--- src/rtl/tmr_vote_monitor.sv ---
// Majority voter for a triplicated bus with replica-disagreement monitoring:
// per-replica consecutive-mismatch counters, sticky faulty flags, health state, error counter.
//
// state    | meaning
// ---------|-----------------------------------------------------------
// ALL_OK   | no replica flagged faulty
// DEGRADED | exactly one replica flagged faulty; vote still backed by two
// FAILED   | two or more replicas flagged; voted word is untrustworthy
module tmr_vote_monitor #(
    parameter int WIDTH       = 8,
    parameter int CNT_WIDTH   = 16,
    parameter int FAIL_THRESH = 4
) (
    input  logic                 clk,
    input  logic                 rst,
    input  logic [WIDTH-1:0]     inA,
    input  logic [WIDTH-1:0]     inB,
    input  logic [WIDTH-1:0]     inC,
    input  logic                 in_valid,
    input  logic                 clr,
    output logic [WIDTH-1:0]     out,
    output logic                 out_valid,
    output logic [2:0]           mism,
    output logic [2:0]           faulty,
    output logic [1:0]           state,
    output logic [CNT_WIDTH-1:0] err_cnt
);

    typedef enum logic [1:0] {
        ALL_OK   = 2'd0,
        DEGRADED = 2'd1,
        FAILED   = 2'd2
    } health_e;

    localparam logic [7:0]           THRESH  = 8'(FAIL_THRESH);
    localparam logic [CNT_WIDTH-1:0] ERR_MAX = '1;
    localparam logic [CNT_WIDTH-1:0] ERR_ONE = CNT_WIDTH'(1);

    logic [WIDTH-1:0]     vote;
    logic [2:0]           mism_now;

    logic [WIDTH-1:0]     out_q,       out_d;
    logic                 out_valid_q, out_valid_d;
    logic [2:0]           mism_q,      mism_d;
    logic [2:0]           faulty_q,    faulty_d;
    health_e              state_q,     state_d;
    logic [CNT_WIDTH-1:0] err_cnt_q,   err_cnt_d;
    logic [7:0]           cons_q [3];
    logic [7:0]           cons_d [3];

    always_comb begin
        vote     = (inA & inB) | (inB & inC) | (inA & inC);
        mism_now = {inC != vote, inB != vote, inA != vote};

        out_valid_d = in_valid;
        out_d       = out_q;
        mism_d      = mism_q;
        if (in_valid) begin
            out_d  = vote;
            mism_d = mism_now;
        end

        // A word arriving together with clr is voted but never scored.
        for (int i = 0; i < 3; i++) begin
            cons_d[i]   = cons_q[i];
            faulty_d[i] = faulty_q[i];
            if (clr) begin
                cons_d[i]   = 8'd0;
                faulty_d[i] = 1'b0;
            end else if (in_valid) begin
                if (mism_now[i])
                    cons_d[i] = (cons_q[i] == 8'hFF) ? cons_q[i] : cons_q[i] + 8'd1;
                else
                    cons_d[i] = 8'd0;
                if (cons_d[i] >= THRESH)
                    faulty_d[i] = 1'b1;
            end
        end

        err_cnt_d = err_cnt_q;
        if (clr)
            err_cnt_d = '0;
        else if (in_valid && (|mism_now) && (err_cnt_q != ERR_MAX))
            err_cnt_d = err_cnt_q + ERR_ONE;

        // Health follows the registered flags, so it trails them by one edge.
        case (faulty_q)
            3'b000:                 state_d = ALL_OK;
            3'b001, 3'b010, 3'b100: state_d = DEGRADED;
            default:                state_d = FAILED;
        endcase
    end

    always_ff @(posedge clk) begin
        if (rst) begin
            out_q       <= '0;
            out_valid_q <= 1'b0;
            mism_q      <= 3'b000;
            faulty_q    <= 3'b000;
            state_q     <= ALL_OK;
            err_cnt_q   <= '0;
            for (int i = 0; i < 3; i++)
                cons_q[i] <= 8'd0;
        end else begin
            out_q       <= out_d;
            out_valid_q <= out_valid_d;
            mism_q      <= mism_d;
            faulty_q    <= faulty_d;
            state_q     <= state_d;
            err_cnt_q   <= err_cnt_d;
            for (int i = 0; i < 3; i++)
                cons_q[i] <= cons_d[i];
        end
    end

    assign out       = out_q;
    assign out_valid = out_valid_q;
    assign mism      = mism_q;
    assign faulty    = faulty_q;
    assign state     = state_q;
    assign err_cnt   = err_cnt_q;

endmodule

--- config.mk ---
export PLATFORM = sky130hd
export DESIGN_NAME = tmr_vote_monitor
export DESIGN_NICKNAME = d
export VERILOG_FILES = /design/src/rtl/tmr_vote_monitor.sv
export SDC_FILE = /design/constraint.sdc
export NUM_CORES = 1
export LEC_CHECK = 0
export ABC_AREA = 1
export BUFFER_PORTS_ARGS = -buffer_cell sky130_fd_sc_hd__buf_2
export CORE_UTILIZATION = 61
export CTS_CLUSTER_SIZE = 16
export DETAILED_ROUTE_END_ITERATION = 8
export PLACE_DENSITY = 0.89
export SLEW_MARGIN = 10
export SYNTH_ARGS = -nofsm -noshare
export SYNTH_HDL_FRONTEND = slang
export SYNTH_SLANG_ARGS = --single-unit
--- constraint.sdc ---
create_clock -name clk -period 4 [get_ports clk]
set_input_delay 0.2 -clock clk [delete_from_list [all_inputs] [get_ports clk]]
set_output_delay 0.2 -clock clk [all_outputs]
set_load 0.05 [all_outputs]
---- Word-level counts from Yosys, hierarchy flattened ----
Memory sizes are Yosys's and may differ from the RTL's.
Cells that the tools add are included.
word-level totals
  register bits ........................... 33
  memory bits (writable) .................. 24
  output and inout bits ................... 33
  word-level logic and storage cells ...... 68
  memories kept ........................... 1
memories
  name    depth  width  rd ports  clocked after Yosys merged registers in  wr ports  RTL line  RTL
  cons_q  3      8      3         0                                        3         48        logic [7:0] cons_q [3];
operators by class
  add/subtract/negate cells ............... 4
  magnitude comparators ................... 3
  eq/ne operators ......................... 10
  muxes and demuxes ....................... 25
  bitwise logic cells ..................... 8
  reduce and logical (&&, ||, !) cells .... 9
operator list
  kind                     count
  $mux W8                  21
  $add A8 B1 Y8 const B    3
  $and A8 B8 Y8            3
  $eq A8 B8 Y1 const B     3
  $ge A8 B3 Y1 const B     3
  $ne A8 B8 Y1             3
  $add A16 B1 Y16 const B  1
  $ne A16 B16 Y1 const B   1
  $or A8 B8 Y8             2
  $reduce_and A2 Y1        3
  $reduce_or A3 Y1         2
  $pmux W2 S2              1
  $eq A3 B1 Y1 const B     1
  $eq A3 B2 Y1 const B     1
  $eq A3 B3 Y1 const B     1
  $logic_not A3 Y1         1
  $mux W1                  3
  $or A1 B1 Y1             3
  $logic_and A1 B1 Y1      2
  $reduce_or A2 Y1         1

---- Logic depth before layout (Yosys ltp) ----
Gate-level depths: netlist of the first run.
  depth in word-level cells ............... 10
  mapped depth ............................ 13

---- Worst setup path before layout of the first run ----
Ideal clock, no wire load.
  path kind ............................... reg2reg
  start ................................... reg err_cnt_q[0] (netlist: err_cnt[0])
  end ..................................... reg err_cnt_q[11] (netlist: err_cnt[11])
  arrival time ............................ 2.015 ns
  required time ........................... 3.869 ns
  path slack .............................. 1.854 ns
  cell stages (with the launch flop) ...... 10
  buffers on the path ..................... 1
  period minus slack after synthesis ...... 2.146 ns
  cell sequence ........................... dfxtp_1 > ha_1 > inv_1 > nor3_2 > nand2_2 > nor2_2 > nand3_2 > clkbuf_1 > nand4_1 > a21oi_2
on the way
  word-level cells in the longest chain between the ends .. 2
  elaborated cells on any way between the ends .. 3
  those cells by class .................... 1 x add/sub; 1 x eq/ne; 1 x reduce/logical
ends and longest elaborated chain
  what                                                     RTL line  RTL
  start, declared                                          47        logic [CNT_WIDTH-1:0] err_cnt_q, err_cnt_d;
  start signal, assigned                                   110       err_cnt_q <= err_cnt_d;
  branches (longest 2 deep; another with $add A16 B1 Y16)  n/a
Several ways; the timed one is not identified.
A chain may end at the register's enable or synchronous reset.

---- Worst setup path after layout of the first run ----
  start ................................... reg err_cnt_q[0] (netlist: err_cnt[0])
  end ..................................... reg err_cnt_q[5] (netlist: err_cnt[5])
The elaborated chain is that of the path after synthesis.

==> results of run 1 <==
[cell usage in the layout (no fill, tap or decap), drive strengths merged]
| cell | netlist | routed |
|---|---|---|
| a211oi | 10 | 10 |
| clkinv | 0 | 3 |
| xnor2 | 8 | 8 |
| clkbuf | 14 | 10 |
| a21o | 1 | 1 |
| o211ai | 1 | 1 |
| nand3 | 81 | 81 |
| nand2 | 136 | 136 |
| mux2 | 1 | 1 |
| clkinvlp | 0 | 1 |
| inv | 72 | 71 |
| o31ai | 1 | 1 |
| o21ai | 37 | 37 |
| or2 | 3 | 3 |
| and3 | 2 | 2 |
| xor2 | 10 | 10 |
| ha | 4 | 4 |
| buf | 6 | 61 |
| dfxtp | 57 | 57 |
| nand4 | 25 | 25 |
| nor3 | 7 | 7 |
| a21oi | 43 | 43 |
| nor2 | 45 | 45 |
| nor4 | 2 | 2 |
| bufinv | 0 | 3 |
| a31oi | 9 | 9 |
[flip-flops by register name, indices dropped and copies added (netlist names)]
register	cells
out	8
state	2
faulty	3
cons_q	24
out_valid	1
mism	3
err_cnt	16
[path summary, 6_finish.rpt]
kind               start           to  slack [ps]
max           err_cnt[0]   err_cnt[5]        1810
min                  rst    out_valid          40
max reg2reg   err_cnt[0]   err_cnt[5]        1810
min reg2reg  err_cnt[15]  err_cnt[15]         490
[routing by layer]
layer	GRT usage	up-vias
li1	-	2033
met1	0.4014	1884
met2	0.5474	169
met3	0.04138	22
met4	0.1618	0
met5	0	-
[per-stage QoR]
step	setup WS (ps)	cells	area (um2)	power [mW]	util
2_1_floorplan	1854	575	3632	0.7670	-
3_3_place_gp	2010	688	3941	0.8217	0.7028
3_5_place_dp	1945	688	3941	0.8297	0.7028
4_1_cts	1854	704	4194	1.514	0.7479
5_1_grt	1659	704	4194	1.568	0.7479
6_report	1811	704	4194	1.516	0.7479
[cell type report]
type,count,share of cell area
Clock buffer,10,0.03282
Clock inverter,6,0.02745
Inverter,72,0.06444
Multi-Input combinational cell,426,0.5084
Sequential cell,57,0.2721
Tap cell,72,0.02148
Timing Repair Buffer,61,0.07339
[kinds of logic (layout without fill, tap and decap cells)]
kind of cell               after synthesis  in the layout  synth area share
and+or+nand+nor                        301            301            0.3731
adders and majority gates                4              4           0.01378
xor gates and xnor gates                18             18           0.04340
buffers and inverters                   92            149           0.09886
muxes                                    1              1          0.003100
DFF                                     57             57            0.3142
AOI/OAI and AO/OA                      102            102            0.1536
[power by group]
part | leakage [nW] | internal, mW | total [mW] | switching, mW
logic | 1.38 | 0.0631 | 0.222 | 0.159
registers | 0.465 | 0.586 | 0.600 | 0.0140
clock network | 0.123 | 0.433 | 0.694 | 0.261
==> impl_metrics.json, run 1 <==
{
  "status": "finished clean",
  "drt.antenna.violating_nets": 0,
  "cp.arrival_ps": 2430,
  "crit_buf_inv": 1,
  "dieWidth_um": 79.17,
  "syn-cell-area_um2": 3632,
  "clock-root-buffer": "sky130_fd_sc_hd__clkbuf_8",
  "timing.critical_path.required_ps": 4240,
  "antenna-diode-count": 0,
  "reg2regPathDepth": 9,
  "clkSinkCount": 57,
  "met3RoutedLength_um": 574,
  "top_layer_used": "met4",
  "setup.worst_path.start_class": "flop",
  "synth-seq-cells": 57,
  "synth_top_area_cell": "sky130_fd_sc_hd__dfxtp_1",
  "vias_in_the_first_global_route": 3741,
  "cts_setup_buffers": 0,
  "worstSetupPathDepth": 9,
  "multi_input_comb_area_um2": 2132,
  "finalNetCount": 659,
  "hpwlAfterDp_um": 6198,
  "setup_viol_count_final": 0,
  "cpPeakStageDelay_ps": 390,
  "hold-worst-slack_ps": 43.37,
  "met2_length_um": 4550,
  "yosysWarnings": 0,
  "grt_start_max_net_pins": 56,
  "end_kind": "flop",
  "count_of_flip_flops_with_a_built_in_enable_after_synthesis": 0,
  "gp_congestion": 0.9037,
  "hold_buffers": 0,
  "path_delay_family": "simple AND/OR/NAND/NOR gates",
  "cellLeakagePower_nw": 1.965,
  "max_slew_margin": 0.2559,
  "power.density_nw_per_um2": 361.6,
  "whs_path_depth": 2,
  "portBuffers": 60,
  "final.period_utilization": 0.5472,
  "average_wire_per_standard_cell_um": 13.54,
  "clock_latency_ps": 350,
  "track_usage": 0.3235,
  "drt_pass1_iterations": 5,
  "start_util": 0.6477,
  "async_flop_share": 0,
  "seq_area_frac_synth": 0.3142,
  "dr_total_vias": 4108,
  "worst_clock_skew_on_the_final_layout_ps": 6.182,
  "cts_resized": 0,
  "totalWireLength_um": 9535,
  "gr-total-overflow": 0,
  "crit_chain": "ha_1 -> inv_1 -> nor3_2 -> nand2_2 -> nor2_2 -> nand3_2 -> nand3_4 -> nand2_1 -> a21oi_1",
  "synth_common_cells": "135 x sky130_fd_sc_hd__nand2_1, 78 x sky130_fd_sc_hd__nand3_1, 70 x sky130_fd_sc_hd__inv_1, 57 x sky130_fd_sc_hd__dfxtp_1, 43 x sky130_fd_sc_hd__nor2_1",
  "timing_worst_setup_path_type": "reg -> reg",
  "syn_area_per_cell_um2": 6.317,
  "detail_route.wirelength.met1_um": 4211,
  "finalMaxSlewViolations": 0,
  "via_per_inst": 5.835,
  "die_y_um": 79.17,
  "areaGrowthSynthToFinish_pct": 15.47,
  "slowest_stage": "sky130_fd_sc_hd__dfxtp_1",
  "num-fill-cells": 473,
  "cts_tree": "built",
  "cts.reportedPaths.clkPinSlew_ps": 70,
  "grt_first_pass_wirelength_um": 16190,
  "synth.lib_cells_used.distinct": 32,
  "layout-drive-gt1-share": 0.1440,
  "timing_hold_violations_final": 0,
  "worst_slew_pin_slew_ps": 1109,
  "fp.dieArea_um2": 6267,
  "final.min_clock_period_ps": 2189,
  "antenna_violations_before_repair": 0,
  "yosys.cell_count.top_type": "sky130_fd_sc_hd__nand2_1",
  "syn-num-nets": 607,
  "core-area_um2": 5608,
  "grt_setup_unrepaired": "false",
  "clock_path_buffers": 2,
  "ports_placed_on_the_boundary": 61,
  "drc_errors": 0,
  "cap_viol_max_count": 0,
  "synth_top_area_frac": 0.3142,
  "seq_area_um2": 1141,
  "cell_rows": 27,
  "ys_top_cells_by_area": "sky130_fd_sc_hd__dfxtp_1 31%, sky130_fd_sc_hd__nand2_1 14%, sky130_fd_sc_hd__nand3_1 11%, sky130_fd_sc_hd__inv_1 7.2%, sky130_fd_sc_hd__a21oi_1 5.8%",
  "fmaxAchievable_mhz": 456.9,
  "min-delay-path-class": "in -> reg",
  "cts-buffers-inserted": 9,
  "max-vdd-ir-drop_mv": 0.2451,
  "initialDrtViolationCount": 397,
  "post_synth_inst_count": 575,
  "setup_tns_ps": 0,
  "synth_top_flop_cell": "sky130_fd_sc_hd__dfxtp_1",
  "worstPathMaxFanout": 17,
  "cts_htree_levels": 3
}
(Power assumes the default switching activity.)
==> run 2, diff against run 1 <==
--- a/config.mk
+++ b/config.mk
@@ -5,12 +5,12 @@
 export SDC_FILE = /design/constraint.sdc
 export NUM_CORES = 1
 export LEC_CHECK = 0
-export ABC_AREA = 1
+export ABC_AREA = 0
 export BUFFER_PORTS_ARGS = -buffer_cell sky130_fd_sc_hd__buf_2
-export CORE_UTILIZATION = 61
+export CORE_UTILIZATION = 56
 export CTS_CLUSTER_SIZE = 16
 export DETAILED_ROUTE_END_ITERATION = 8
-export PLACE_DENSITY = 0.89
+export PLACE_DENSITY = 0.83
 export SLEW_MARGIN = 10
 export SYNTH_ARGS = -nofsm -noshare
 export SYNTH_HDL_FRONTEND = slang
==> constraint.sdc (replaced) <==
create_clock -name clk -period 2.1 [get_ports clk]
set_input_delay 0.105 -clock clk [delete_from_list [all_inputs] [get_ports clk]]
set_output_delay 0.105 -clock clk [all_outputs]
set_load 0.05 [all_outputs]
==> impl_metrics.json, run 2 <==
{
  "status": "finished clean",
  "grt_start_max_net_pins": 52,
  "cts-buffers-inserted": 9,
  "synth_top_area_cell": "sky130_fd_sc_hd__dfxtp_1",
  "crit_chain": "ha_1 -> and3_1 -> nand3_1 -> nor3_1 -> a311oi_2 -> buf_4 -> and4_1 -> mux2i_1",
  "async_flop_share": 0,
  "cp.arrival_ps": 2290,
  "vias_in_the_first_global_route": 3061,
  "seq_area_frac_synth": 0.3390,
  "worst_slack_ps": 79.58,
  "layout_commonest_cell": "sky130_fd_sc_hd__buf_2",
  "syn-cell-area_um2": 3366,
  "synth_common_cells": "57 x sky130_fd_sc_hd__dfxtp_1, 49 x sky130_fd_sc_hd__nand2_1, 49 x sky130_fd_sc_hd__nor2_1, 35 x sky130_fd_sc_hd__a21oi_1, 23 x sky130_fd_sc_hd__clkbuf_1",
  "worst_slew_pin_slew_ps": 518.1,
  "grt_setup_unrepaired": "false",
  "cts_tree": "built",
  "cell_rows": 27,
  "grt_first_pass_wirelength_um": 13680,
  "cts.reportedPaths.clkPinSlew_ps": 70,
  "path_delay_family": "simple AND/OR/NAND/NOR gates",
  "gr-total-overflow": 0,
  "clock_path_buffers": 2,
  "post_synth_inst_count": 436,
  "gp_congestion": 0.8151,
  "synth_top_flop_cell": "sky130_fd_sc_hd__dfxtp_1",
  "antenna_violations_before_repair": 0,
  "flip_flop_count_of_the_largest_register_all_copies_and_words_added": 24,
  "yosysWarnings": 0,
  "min-delay-path-class": "in -> reg",
  "layout-drive-gt1-share": 0.2321,
  "max_flop_register": "cons_q",
  "cap_viol_max_count": 0,
  "hold_buffers": 0,
  "ports_placed_on_the_boundary": 61,
  "die_y_um": 79.53,
  "clock-root-buffer": "sky130_fd_sc_hd__clkbuf_8",
  "final.min_clock_period_ps": 2020,
  "fp.dieArea_um2": 6324,
  "cellLeakagePower_nw": 1.641,
  "finalNetCount": 531,
  "whs_path_depth": 3,
  "initialDrtViolationCount": 160,
  "timing.critical_path.required_ps": 2370,
  "timing_hold_violations_final": 0,
  "count_of_flip_flops_with_a_built_in_enable_after_synthesis": 0,
  "slowest_stage": "sky130_fd_sc_hd__dfxtp_1",
  "portBuffers": 60,
  "finalMaxSlewViolations": 0,
  "average_wire_per_standard_cell_um": 14.54,
  "clock_latency_ps": 340,
  "synth.lib_cells_used.distinct": 52,
  "crit_buf_inv": 1,
  "synth-seq-cells": 57,
  "worstSetupPathDepth": 8,
  "totalWireLength_um": 8376,
  "syn_area_per_cell_um2": 7.720,
  "ys_top_cells_by_area": "sky130_fd_sc_hd__dfxtp_1 34%, sky130_fd_sc_hd__nand2_1 5.5%, sky130_fd_sc_hd__nor2_1 5.5%, sky130_fd_sc_hd__a21oi_1 5.2%, sky130_fd_sc_hd__a31o_2 3.6%",
  "power.density_nw_per_um2": 616.6,
  "synth_top_area_frac": 0.3390,
  "drt_pass1_iterations": 5,
  "syn-num-nets": 468,
  "clkSinkCount": 57,
  "end_kind": "flop",
  "worst_clock_skew_on_the_final_layout_ps": 8.795,
  "hpwlAfterDp_um": 5788,
  "final.period_utilization": 0.9621,
  "max_slew_margin": 0.6546,
  "dpl_worst_slack_ps": -142.3,
  "track_usage": 0.2755,
  "drt.antenna.violating_nets": 0,
  "cts_htree_levels": 3,
  "setup_tns_ps": 0,
  "cts_setup_buffers": 0,
  "totalPowerFinal_mw": 2.444,
  "start_util": 0.5966,
  "antenna-diode-count": 0,
  "timing_worst_setup_path_type": "reg -> reg",
  "areaGrowthSynthToFinish_pct": 17.77,
  "setup.worst_path.start_class": "flop",
  "dr_total_vias": 3496,
  "yosys.cell_count.top_type": "sky130_fd_sc_hd__dfxtp_1",
  "fmaxAchievable_mhz": 494.9,
  "setup_viol_count_final": 0,
  "max-vdd-ir-drop_mv": 0.4035,
  "drc_errors": 0,
  "cpPeakStageDelay_ps": 350,
  "dieWidth_um": 79.53,
  "worstPathMaxFanout": 4,
  "core-area_um2": 5642,
  "via_per_inst": 6.069,
  "most_frequent_cells_in_the_layout": "60 x sky130_fd_sc_hd__buf_2, 57 x sky130_fd_sc_hd__dfxtp_1, 49 x sky130_fd_sc_hd__nor2_1, 49 x sky130_fd_sc_hd__nand2_1, 35 x sky130_fd_sc_hd__a21oi_1",
  "reg2regPathDepth": 8
}
-- run 2: changes by cell type after synthesis, moves of 8 or more --
cell / delta
sky130_fd_sc_hd__nand3b_1: +9
sky130_fd_sc_hd__mux2i_1: +11
sky130_fd_sc_hd__and3_1: +11
sky130_fd_sc_hd__nand4_1: -13
sky130_fd_sc_hd__nor2b_1: +9
sky130_fd_sc_hd__clkbuf_1: +9
sky130_fd_sc_hd__a311oi_1: +8
sky130_fd_sc_hd__nand2_1: -86
sky130_fd_sc_hd__o21ai_0: -17
sky130_fd_sc_hd__nand3_1: -64
sky130_fd_sc_hd__inv_1: -63
sky130_fd_sc_hd__nand2b_1: +10
sky130_fd_sc_hd__a31o_2: +14
-- run 2: power by group --
part           internal, mW  switching, mW  total, mW
combinational         0.137          0.249      0.386
sequential             1.10         0.0136       1.12
clock                 0.492          0.449      0.941
-- run 2: path summary, 6_finish.rpt --
path	slack [ps]	start	end
min	80	inA[2]	out[2]
max	80	err_cnt[0]	err_cnt[9]
max reg2reg	80	err_cnt[0]	err_cnt[9]
min reg2reg	480	out[5]	out[5]
-- run 2: through the flow --
step	cells	hold WS (ps)	instance area [um2]	utilization
global route	576	97.81	3964	0.7026
detailed placement	560	430.8	3786	0.6711
finish	576	75.70	3964	0.7026
floorplan	436	267.8	3366	-
CTS	576	70.99	3961	0.7022
global placement	560	421.9	3786	0.6711
-- run 2: area by class of cell --
class / instances / area, um2
multi-input combinational: 344 / 2081
fill: 451 / 1678
sequential: 57 / 1141
timing repair buffer: 80 / 450.4
clock buffer: 14 / 162.7
tap: 72 / 90.09
inverter: 7 / 26.28
clock inverter: 2 / 12.51
-- run 2: cells by family (layout without fill, tap and decap cells) --
group | count (synthesis) | count (layout) | synth area share
flops | 57 | 57 | 0.3390
compound gates | 122 | 122 | 0.2450
simple gates | 201 | 201 | 0.3086
xor+xnor | 5 | 5 | 0.01301
mux | 12 | 12 | 0.03606
buf+inv | 35 | 103 | 0.04349
fa+ha+maj | 4 | 4 | 0.01487
-- run 2: worst register-to-register path, delay by kind of cell (launching register included) --
kind | cells | cell delay (ps)
buffers and inverters | 1 | 200
AO/OA/AOI/OAI | 1 | 330
multiplexers | 1 | 210
flip-flops | 1 | 350
AND/OR/NAND/NOR | 4 | 610
adder cells (fa/ha/maj) | 1 | 240
-- run 2: metal layers --
layer,routed length (um),global-route usage,share of wire,vias up
li1,-,-,-,1742
met1,3709,0.3357,0.44,1630
met2,4067,0.4658,0.49,106
met3,419,0.04686,0.050,18
met4,180,0.1345,0.021,0
met5,0,0,0,-
-- run 2: timing repair --
item                       CTS  global route
gates resized for setup      0             1
hold endpoints to repair     0             0
setup endpoints to repair    0             2
==> run 3, diff against run 2 <==
--- a/config.mk
+++ b/config.mk
@@ -11,6 +11,7 @@
 export CTS_CLUSTER_SIZE = 16
 export DETAILED_ROUTE_END_ITERATION = 8
 export PLACE_DENSITY = 0.83
+export SETUP_SLACK_MARGIN = 0.5
 export SLEW_MARGIN = 10
 export SYNTH_ARGS = -nofsm -noshare
 export SYNTH_HDL_FRONTEND = slang
==> impl_metrics.json, run 3 (synthesis gave the netlist of run 2 again) <==
{
  "antenna_violations_before_repair": 0,
  "dieWidth_um": 79.53,
  "cts-buffers-inserted": 9,
  "timing_worst_setup_path_type": "reg -> reg",
  "track_usage": 0.3139,
  "timing.reg2reg.setup_slack_ps": 280,
  "min-delay-path-class": "in -> reg",
  "worst_r2r_endpoint": "err_cnt[9]",
  "clock-root-buffer": "sky130_fd_sc_hd__clkbuf_8",
  "cts_htree_levels": 3,
  "drt.antenna.violating_nets": 0,
  "areaGrowthSynthToFinish_pct": 33.75,
  "ports_placed_on_the_boundary": 61,
  "worstPathMaxFanout": 12,
  "worst_slew_pin_slew_ps": 548.3,
  "hold_buffers": 0,
  "fp.dieArea_um2": 6324,
  "vias_in_the_first_global_route": 3418,
  "hpwlAfterDp_um": 5665,
  "average_wire_per_standard_cell_um": 17.19,
  "drc_errors": 0,
  "p_sw_frac": 0.2789,
  "clkSinkCount": 57,
  "finalMaxSlewViolations": 0,
  "worstHoldEndpoint": "out[3]",
  "r2r_path_start": "err_cnt[8]",
  "fmaxAchievable_mhz": 549.8,
  "met2_length_um": 5080,
  "timing.critical_path.required_ps": 2370,
  "dpl_worst_slack_ps": -51.32,
  "start_util": 0.5966,
  "drt_pass1_iterations": 5,
  "worst_clock_skew_on_the_final_layout_ps": 7.310,
  "layout_commonest_cell": "sky130_fd_sc_hd__buf_2",
  "sw_pwr_uw": 759.2,
  "most_frequent_cells_in_the_layout": "60 x sky130_fd_sc_hd__buf_2, 49 x sky130_fd_sc_hd__nand2_1, 47 x sky130_fd_sc_hd__nor2_1",
  "cellLeakagePower_nw": 1.807,
  "clock_path_buffers": 2,
  "whs_path_depth": 3,
  "status": "finished clean",
  "detail_route.wirelength.met1_um": 4027,
  "max_flop_register": "cons_q",
  "max-vdd-ir-drop_mv": 0.4920,
  "die_y_um": 79.53,
  "gp_congestion": 0.8609,
  "antenna-diode-count": 0,
  "via_per_inst": 6.468,
  "grt_start_max_net_pins": 52,
  "flip_flop_count_of_the_largest_register_all_copies_and_words_added": 24,
  "final.min_clock_period_ps": 1819,
  "setup_viol_count_final": 0,
  "hold-worst-slack_ps": 80.18,
  "p_seq_frac": 0.409,
  "cell_internal_pwr_mw": 1.963,
  "power_frac_comb": 0.163,
  "power_frac_clock": 0.428,
  "top_layer_used": "met4",
  "totalWireLength_um": 10080,
  "grt_first_pass_wirelength_um": 15610,
  "cts.reportedPaths.clkPinSlew_ps": 70,
  "grt_setup_unrepaired": "true",
  "hold_path_startpoint": "inA[3]",
  "cap_viol_max_count": 0,
  "worst_slack_ps": 281.1,
  "gr-total-overflow": 0,
  "end_kind": "flop",
  "cp.arrival_ps": 2090,
  "initialDrtViolationCount": 324,
  "timing_hold_violations_final": 0,
  "reg2regPathDepth": 8,
  "cell_rows": 27,
  "max_slew_margin": 0.6344,
  "layout-drive-gt1-share": 0.3677,
  "dr_total_vias": 3790,
  "core-area_um2": 5642,
  "portBuffers": 60,
  "final.period_utilization": 0.8661,
  "power.density_nw_per_um2": 604.7,
  "cts_tree": "built",
  "met3RoutedLength_um": 722,
  "clock_latency_ps": 340,
  "totalPowerFinal_mw": 2.722,
  "setup.worst_path.start_class": "flop",
  "finalNetCount": 541
}
run 3: timing repair:
action,4_1_cts,5_1_grt
gates cloned,2,0
buffers inserted,11,8
pin swaps,1,10
resized for setup,19,45
endpoints found under the setup margin,26,37
run 3: final cells by class:
cell class                      count  area (um2)
Tap cell                           72       90.09
Fill cell                         370        1140
Clock buffer                       11       141.4
Clock inverter                      5       78.83
Sequential cell                    57        1184
Multi-Input combinational cell    344        2381
Timing Repair Buffer               90       600.6
Inverter                            7       26.28
run 3: stage by stage:
step | setup TNS (ps) | cells | utilization | area [um2]
after global placement | 0 | 549 | 0.6778 | 3824
final | 0 | 586 | 0.7980 | 4502
after floorplan | 0 | 436 | - | 3498
after global routing | 0 | 586 | 0.7980 | 4502
after detailed placement | -99.89 | 549 | 0.6778 | 3824
after CTS | 0 | 578 | 0.7547 | 4258
run 3: how the worst max path moves through the flow:
stage                from          end  slack, ps  depth (start not counted)
2_1_floorplan  err_cnt[8]   err_cnt[5]        340                          8
3_3_place_gp       inC[1]  err_cnt[10]         40                          9
3_5_place_dp       inC[1]   err_cnt[9]        -50                          9
4_1_cts        err_cnt[8]   err_cnt[9]        290                          8
5_1_grt        err_cnt[0]  err_cnt[13]        230                          9
6_report       err_cnt[8]   err_cnt[9]        280                          8
run 3: power groups by stage:
stage / clock network (mW) / registers, mW / logic [mW]
floorplan: 0 / 1.20 / 0.189
global placement: 0 / 1.14 / 0.363
detailed placement: 0 / 1.14 / 0.372
CTS: 1.17 / 1.11 / 0.403
global route: 1.22 / 1.12 / 0.476
finish: 1.17 / 1.11 / 0.444
run 3: worst max-delay path, cell delays in order (launching register included):
cell and delay (ps):
sky130_fd_sc_hd__dfxtp_4 350, sky130_fd_sc_hd__and3_4 170, sky130_fd_sc_hd__and3_4 190, sky130_fd_sc_hd__nand3_4 100
sky130_fd_sc_hd__nor3_4 50, sky130_fd_sc_hd__a311oi_4 300, sky130_fd_sc_hd__buf_12 180, sky130_fd_sc_hd__and4_1 220
sky130_fd_sc_hd__mux2i_1 180
run 3: per-layer routing:
layer | track usage | vias up
met2 | 0.5308 | 195
met3 | 0.05486 | 28
met4 | 0.1618 | 0
li1 | - | 1773
met5 | 0 | -
met1 | 0.3784 | 1794
